### src/rtl/pipelined_decode_stage_pkg.sv
// Shared decode definitions: opcodes, control-field widths and encodings,
// and the opcode-to-control decode function used by the decode stage.
package pipelined_decode_stage_pkg;

  localparam int WB_W   = 2;
  localparam int MEM_W  = 3;
  localparam int CALC_W = 4;

  localparam logic [5:0] OP_RTYPE = 6'h00;
  localparam logic [5:0] OP_BEQ   = 6'h04;
  localparam logic [5:0] OP_ADDI  = 6'h08;
  localparam logic [5:0] OP_LW    = 6'h23;
  localparam logic [5:0] OP_SW    = 6'h2b;

  localparam logic [MEM_W-1:0] MEM_NONE  = 3'b000;
  localparam logic [MEM_W-1:0] MEM_LOAD  = 3'b001;
  localparam logic [MEM_W-1:0] MEM_STORE = 3'b010;

  typedef struct packed {
    logic [WB_W-1:0]   wb;
    logic [MEM_W-1:0]  mem;
    logic [CALC_W-1:0] calc;
  } ctrl_t;

  // wb[0] = register write, wb[1] = result comes from memory
  function automatic ctrl_t decode_opcode(input logic [5:0] op);
    ctrl_t c;
    c = '0;
    case (op)
      OP_RTYPE: begin c.wb = 2'b01; c.mem = MEM_NONE;  c.calc = 4'b0001; end
      OP_ADDI:  begin c.wb = 2'b01; c.mem = MEM_NONE;  c.calc = 4'b0010; end
      OP_LW:    begin c.wb = 2'b11; c.mem = MEM_LOAD;  c.calc = 4'b0010; end
      OP_SW:    begin c.wb = 2'b00; c.mem = MEM_STORE; c.calc = 4'b0010; end
      OP_BEQ:   begin c.wb = 2'b00; c.mem = MEM_NONE;  c.calc = 4'b0100; end
      default:  c = '0;
    endcase
    return c;
  endfunction

endpackage

### src/rtl/pipelined_register_file.sv
// Register file: two combinational read ports, one clocked write port.
// Register 0 is hardwired to zero; contents clear on reset.
module pipelined_register_file #(
  parameter int DATA_W     = 32,
  parameter int REG_ADDR_W = 5
) (
  input  logic                  clk,
  input  logic                  resetN,
  input  logic                  we,
  input  logic [REG_ADDR_W-1:0] waddr,
  input  logic [DATA_W-1:0]     wdata,
  input  logic [REG_ADDR_W-1:0] raddr1,
  input  logic [REG_ADDR_W-1:0] raddr2,
  output logic [DATA_W-1:0]     rdata1,
  output logic [DATA_W-1:0]     rdata2
);

  localparam int DEPTH = 2 ** REG_ADDR_W;

  logic [DATA_W-1:0] mem_q [DEPTH];
  logic [DATA_W-1:0] mem_d [DEPTH];

  always_comb begin
    mem_d = mem_q;
    if (we && waddr != '0) mem_d[waddr] = wdata;
  end

  always_ff @(posedge clk or negedge resetN) begin
    if (!resetN) begin
      for (int i = 0; i < DEPTH; i++) mem_q[i] <= '0;
    end else begin
      mem_q <= mem_d;
    end
  end

  assign rdata1 = (raddr1 == '0) ? '0 : mem_q[raddr1];
  assign rdata2 = (raddr2 == '0) ? '0 : mem_q[raddr2];

endmodule

### src/rtl/pipelined_decode_stage.sv
// Decode stage: reads operands (with write-back bypass), decodes control,
// sign-extends the immediate and stalls behind a load-use hazard.
module pipelined_decode_stage
  import pipelined_decode_stage_pkg::*;
#(
  parameter int DATA_W      = 32,
  parameter int REG_ADDR_W  = 5,
  parameter int STALL_CNT_W = 16
) (
  input  logic                   clk,
  input  logic                   resetN,
  input  logic                   inValid,
  output logic                   inReady,
  input  logic [DATA_W-1:0]      programCounterIn,
  input  logic [31:0]            instruction,
  input  logic                   flush,
  input  logic [REG_ADDR_W-1:0]  writeRegister,
  input  logic [DATA_W-1:0]      writeData,
  input  logic                   regWrite,
  output logic                   outValid,
  input  logic                   outReady,
  output logic [WB_W-1:0]        writeBackControl,
  output logic [MEM_W-1:0]       memAccessControl,
  output logic [CALC_W-1:0]      calculationControl,
  output logic [DATA_W-1:0]      programCounterOut,
  output logic [DATA_W-1:0]      readData1,
  output logic [DATA_W-1:0]      readData2,
  output logic [DATA_W-1:0]      immediateOperand,
  output logic [REG_ADDR_W-1:0]  writeRegister0,
  output logic [REG_ADDR_W-1:0]  writeRegister1,
  output logic [STALL_CNT_W-1:0] stallCount
);

  // Handshake: upstream transfers when inValid && inReady (and no flush);
  // downstream transfers when outValid && outReady. Bundle holds otherwise.

  logic [REG_ADDR_W-1:0] rs, rt, rd;
  logic [DATA_W-1:0]     rf_rdata1, rf_rdata2, op1, op2, imm_ext;
  logic                  hold, hazard, accept, wb_en;
  ctrl_t                 ctrl_dec;

  logic                   out_valid_q, out_valid_d;
  ctrl_t                  ctrl_q, ctrl_d;
  logic [DATA_W-1:0]      pc_q, pc_d, rd1_q, rd1_d, rd2_q, rd2_d, imm_q, imm_d;
  logic [REG_ADDR_W-1:0]  wr0_q, wr0_d, wr1_q, wr1_d;
  logic [STALL_CNT_W-1:0] stall_cnt_q, stall_cnt_d;

  assign rs = REG_ADDR_W'(instruction[25:21]);
  assign rt = REG_ADDR_W'(instruction[20:16]);
  assign rd = REG_ADDR_W'(instruction[15:11]);

  assign wb_en = regWrite && (writeRegister != '0);

  pipelined_register_file #(
    .DATA_W    (DATA_W),
    .REG_ADDR_W(REG_ADDR_W)
  ) u_regfile (
    .clk   (clk),
    .resetN(resetN),
    .we    (wb_en),
    .waddr (writeRegister),
    .wdata (writeData),
    .raddr1(rs),
    .raddr2(rt),
    .rdata1(rf_rdata1),
    .rdata2(rf_rdata2)
  );

  // Same-cycle write-back is forwarded so the bundle never sees stale data.
  assign op1      = (wb_en && writeRegister == rs) ? writeData : rf_rdata1;
  assign op2      = (wb_en && writeRegister == rt) ? writeData : rf_rdata2;
  assign imm_ext  = {{(DATA_W-16){instruction[15]}}, instruction[15:0]};
  assign ctrl_dec = decode_opcode(instruction[31:26]);

  assign hold    = out_valid_q && !outReady;
  assign hazard  = out_valid_q && (ctrl_q.mem == MEM_LOAD) && (wr0_q != '0) &&
                   (wr0_q == rs || wr0_q == rt);
  assign inReady = !hold && !hazard;
  assign accept  = inValid && inReady && !flush;

  always_comb begin
    out_valid_d = out_valid_q;
    ctrl_d      = ctrl_q;
    pc_d        = pc_q;
    rd1_d       = rd1_q;
    rd2_d       = rd2_q;
    imm_d       = imm_q;
    wr0_d       = wr0_q;
    wr1_d       = wr1_q;
    stall_cnt_d = stall_cnt_q;
    if (flush) begin
      out_valid_d = 1'b0;
    end else if (!hold) begin
      if (accept) begin
        out_valid_d = 1'b1;
        ctrl_d      = ctrl_dec;
        pc_d        = programCounterIn;
        rd1_d       = op1;
        rd2_d       = op2;
        imm_d       = imm_ext;
        wr0_d       = rt;
        wr1_d       = rd;
      end else begin
        out_valid_d = 1'b0;
      end
    end
    if (inValid && hazard && !flush && stall_cnt_q != '1)
      stall_cnt_d = stall_cnt_q + 1'b1;
  end

  always_ff @(posedge clk or negedge resetN) begin
    if (!resetN) begin
      out_valid_q <= 1'b0;
      ctrl_q      <= '0;
      pc_q        <= '0;
      rd1_q       <= '0;
      rd2_q       <= '0;
      imm_q       <= '0;
      wr0_q       <= '0;
      wr1_q       <= '0;
      stall_cnt_q <= '0;
    end else begin
      out_valid_q <= out_valid_d;
      ctrl_q      <= ctrl_d;
      pc_q        <= pc_d;
      rd1_q       <= rd1_d;
      rd2_q       <= rd2_d;
      imm_q       <= imm_d;
      wr0_q       <= wr0_d;
      wr1_q       <= wr1_d;
      stall_cnt_q <= stall_cnt_d;
    end
  end

  assign outValid           = out_valid_q;
  assign writeBackControl   = ctrl_q.wb;
  assign memAccessControl   = ctrl_q.mem;
  assign calculationControl = ctrl_q.calc;
  assign programCounterOut  = pc_q;
  assign readData1          = rd1_q;
  assign readData2          = rd2_q;
  assign immediateOperand   = imm_q;
  assign writeRegister0     = wr0_q;
  assign writeRegister1     = wr1_q;
  assign stallCount         = stall_cnt_q;

endmodule

### config.mk
export PLATFORM = sky130hd
export DESIGN_NAME = pipelined_decode_stage
export DESIGN_NICKNAME = d
export VERILOG_FILES = /design/src/rtl/pipelined_decode_stage_pkg.sv /design/src/rtl/pipelined_register_file.sv /design/src/rtl/pipelined_decode_stage.sv
export SDC_FILE = /design/constraint.sdc
export NUM_CORES = 2
export LEC_CHECK = 0
export BUFFER_PORTS_ARGS = -buffer_cell sky130_fd_sc_hd__buf_2
export CORE_UTILIZATION = 45
export DETAILED_ROUTE_END_ITERATION = 8
export HOLD_SLACK_MARGIN = 0.12
export PLACE_DENSITY = 0.65
export SYNTH_ARGS = -nofsm -noshare
export SYNTH_HDL_FRONTEND = slang
export SYNTH_SLANG_ARGS = --single-unit
### constraint.sdc
create_clock -name clk -period 2.16 [get_ports clk]
set_clock_uncertainty 0.2 [all_clocks]
set_input_delay 0.432 -clock clk [delete_from_list [all_inputs] [get_ports clk]]
set_output_delay 0.432 -clock clk [all_outputs]
set_load 0.02 [all_outputs]
==> impl_metrics.yaml <==
status:
  run_status: "finished with violations"
  violations: "setup timing"
floorplanning:
  dieHeight_um: 366
  pin_count: 272
  die_x_um: 366
  rows: 133
  initial_core_util_pct: 45.4
  core-area_um2: 132000
  floorplan.die_area_um2: 134000
synthesis:
  seq_area_frac_synth_pct: 48.7
  synth-edff-count: 0
  synth_area_um2: 59800
  yosysMostFrequentCell: "dfrtp_1"
  synth_seq_cells: 1164
  syn_inst: 3950
  synth_top_area_cell: "dfrtp_1"
  synth.area.top_cells: "dfrtp_1 49%, mux4_2 19%, mux2_2 19%"
  synth_cell_type_count: 49
  synthArstFlopShare_pct: 100
  yosysTopAreaCellShare_pct: 48.7
  synthTopCellsByCount: "1164 x dfrtp_1, 999 x mux2_2, 510 x mux4_2"
  yosys_warnings: 0
  syn_avg_cell_area_um2: 15.1
  ys.flop_type: "dfrtp_1"
detailed_routing:
  drtPass1Iterations: 7
  drc: 0
  drt_iter0_drc: 3297
  vias: 40015
  detail_route.vias_per_cell: 6.28
  final_antenna_net_count: 0
  wl_um: 191000
  routedWlPerCell_um: 29.9
worst_setup_path:
  worstPathArrival_ns: 2.33
  reg2reg_slack_ns: -0.64
  cp_data_required_time_ns: 1.53
  setup.worst_path.end: "inReady"
  criticalPathCategory: "reg -> out"
  cp_max_fo: 2
  r2r-start: "writeRegister0[1]"
  crit-reg2reg-capture: "programCounterOut[7]"
  crit_path_end_kind: "primary output"
  cp-start-kind: "flip-flop"
  crit_start: "writeRegister0[1]"
  worst-r2r-cell-count: 11
sta:
  setup_viol: 138
  drv_slew: 0
  period_share_pct: 137
  relSlewSlack_pct: 49.7
  clock.fmax_ghz: 0.337
  fin_ws_ns: -0.806
  timing_hold_violations_final: 0
  rsz0062_at_grt: "yes"
  layout_min_cycle_time_ns: 2.97
  timing.hold.ws_ns: 0.192
  worstMarginPinSlew_ns: 0.752
place:
  place_congestion: 0.852
  port_buffers: 269
  dp_hpwl_um: 121000
power_and_ir_drop:
  pwr-share-clk_pct: 35.0
  p_leak_nw: 32.7
  p_int_mw: 48.4
  power.density_nw_per_um2: 892
  irDropWorstVdd_mv: 0.808
  switching_share_pct: 27.2
  combPwrFrac_pct: 21.6
  power_switching_mw: 18.1
  seq_power_share_pct: 43.4
clock_network:
  cts-root-buf: "clkbuf_16"
  cts.htree.levels: 4
  clk_pin_slew_ns: 0.06
  tritoncts: "done"
  clock_latency_ns: 0.77
  clock-sinks: 1164
  cts_buffers: 131
  clockBufferDepth: 3
worst_hold_path:
  hold_class: "reg -> reg"
  holdPathStages: 0
finish:
  area_delta_synth_final_pct: 24.7
  final_util_pct: 56.6
  fin_nets: 4623
  drive_gt1_share_pct: 58.7
global_route:
  overflow: 0
  use_met1_pct: 38.5
  met3_usage_pct: 6.76
  busiest_layer: "met2"
  first_global_vias: 41843
  grt_usage_pct: 28.5
  grt_pass1_wl_um: 284000
  grt_start_max_net_pins: 74
  grt_util_met2_pct: 44.8
  antenna_found_initial: 8
run:
  drv_cap: 0
-- cell usage in the layout, fill, tap and decap left out, types with 6 or more instances in the layout --
cell / count
nand2_1: 70
nand4_1: 8
buf_2: 254
nor2_1: 30
a21oi_1: 28
nand3_1: 14
dlygate4sd3_1: 96
buf_4: 281
clkbuf_8: 28
nor2_4: 31
buf_12: 193
clkbuf_16: 141
and3_1: 7
clkinv_2: 17
buf_16: 27
buf_8: 18
nand3b_1: 6
dfrtp_1: 1158
mux4_2: 510
a211oi_1: 62
xnor2_1: 20
o22ai_1: 130
nor2_2: 32
mux2i_1: 128
inv_1: 7
a32oi_1: 63
mux2_1: 7
mux2_4: 58
xor2_1: 14
nand2_2: 17
dfrtp_2: 6
clkbuf_1: 29
bufinv_16: 10
a21oi_2: 38
mux2_2: 988
buf_6: 27
-- cell type report --
cell class              instances  area, um2
diodes                          3       7.51
clock inverters                33        444
repair buffers                896       9520
clock buffers                 198       4020
inverters                       7       26.3
flip-flops and latches       1164      29100
well taps                    1755       2200
fillers                     10198      57100
multi-input cells            2315      29200
-- power by group through the flow --
stage	Combinational (mW)	Clock [mW]	Sequential [mW]
after CTS	14.3	23.6	28.7
final	14.4	23.3	28.9
after global routing	15.3	24.4	29.4
after global placement	13.1	0	28.8
after detailed placement	13.4	0	29.0
after floorplan	9.34	0	28.6
-- worst min-delay path by stage --
| stage | startpoint | endpoint | slack [ns] |
|---|---|---|---|
| after floorplan | resetN | calculationControl[0] | -0.06 |
| after global placement | u_regfile.mem_q[1010] | u_regfile.mem_q[1010] | 0.18 |
| after detailed placement | resetN | u_regfile.mem_q[556] | 0.18 |
| after CTS | writeData[28] | readData1[28] | 0.13 |
| after global routing | instruction[18] | writeRegister0[2] | 0.18 |
| final | u_regfile.mem_q[1015] | u_regfile.mem_q[1015] | 0.19 |
-- cell families after synthesis --
kind of cell | after synthesis | synth area share [%]
AOI/OAI and AO/OA | 331 | 3.75
xor gates and xnor gates | 34 | 0.498
adders and majority gates | 1 | 0.0209
buffers and inverters | 472 | 3.77
DFF | 1164 | 48.7
muxes | 1691 | 41.2
other | 1 | 0.00627
and+or+nand+nor | 256 | 2.03
-- routing by layer --
layer,up-vias,part of all wire [%]
met5,-,0.021
met4,8,3.7
met3,396,7.8
met2,1658,47
met1,21591,41
li1,16362,-
-- flip-flops by register name, indices dropped and copies added (netlist names) --
name,flops
calculationControl,3
immediateOperand,16
memAccessControl,2
outValid,1
programCounterOut,32
readData1,32
readData2,32
stallCount,16
u_regfile.mem_q,1024
writeBackControl,1
writeRegister0,5
-- worst max-delay path, cell delays in order, from the launching register on --
cell	delay, ns
dfrtp_2	0.41
or4_4	0.56
o2111ai_4	0.21
buf_6	0.13
o21a_1	0.13
buf_6	0.12
-- through the flow --
step	worst slack, ns	setup TNS, ns	power [mW]	instance area (um2)	cells
after detailed placement	-0.581	-225.14	42.5	67200	5978
after global routing	-0.864	-75.26	69.1	74600	6369
after floorplan	-0.184	-11.00	37.9	60400	3951
after CTS	-0.831	-49.22	66.7	74400	6364
after global placement	-0.596	-206.51	41.9	67200	5978
final	-0.806	-65.93	66.5	74600	6371
-- repair_timing --
item,4_1_cts,5_1_grt
hold buffers,96,0
gates cloned,23,0
endpoints found under the hold margin,1962,0
setup buffers,38,4
pin swaps,13,9
endpoints found under the setup margin,159,160
resized for setup,235,22
Power figures use the tool's default switching activity.
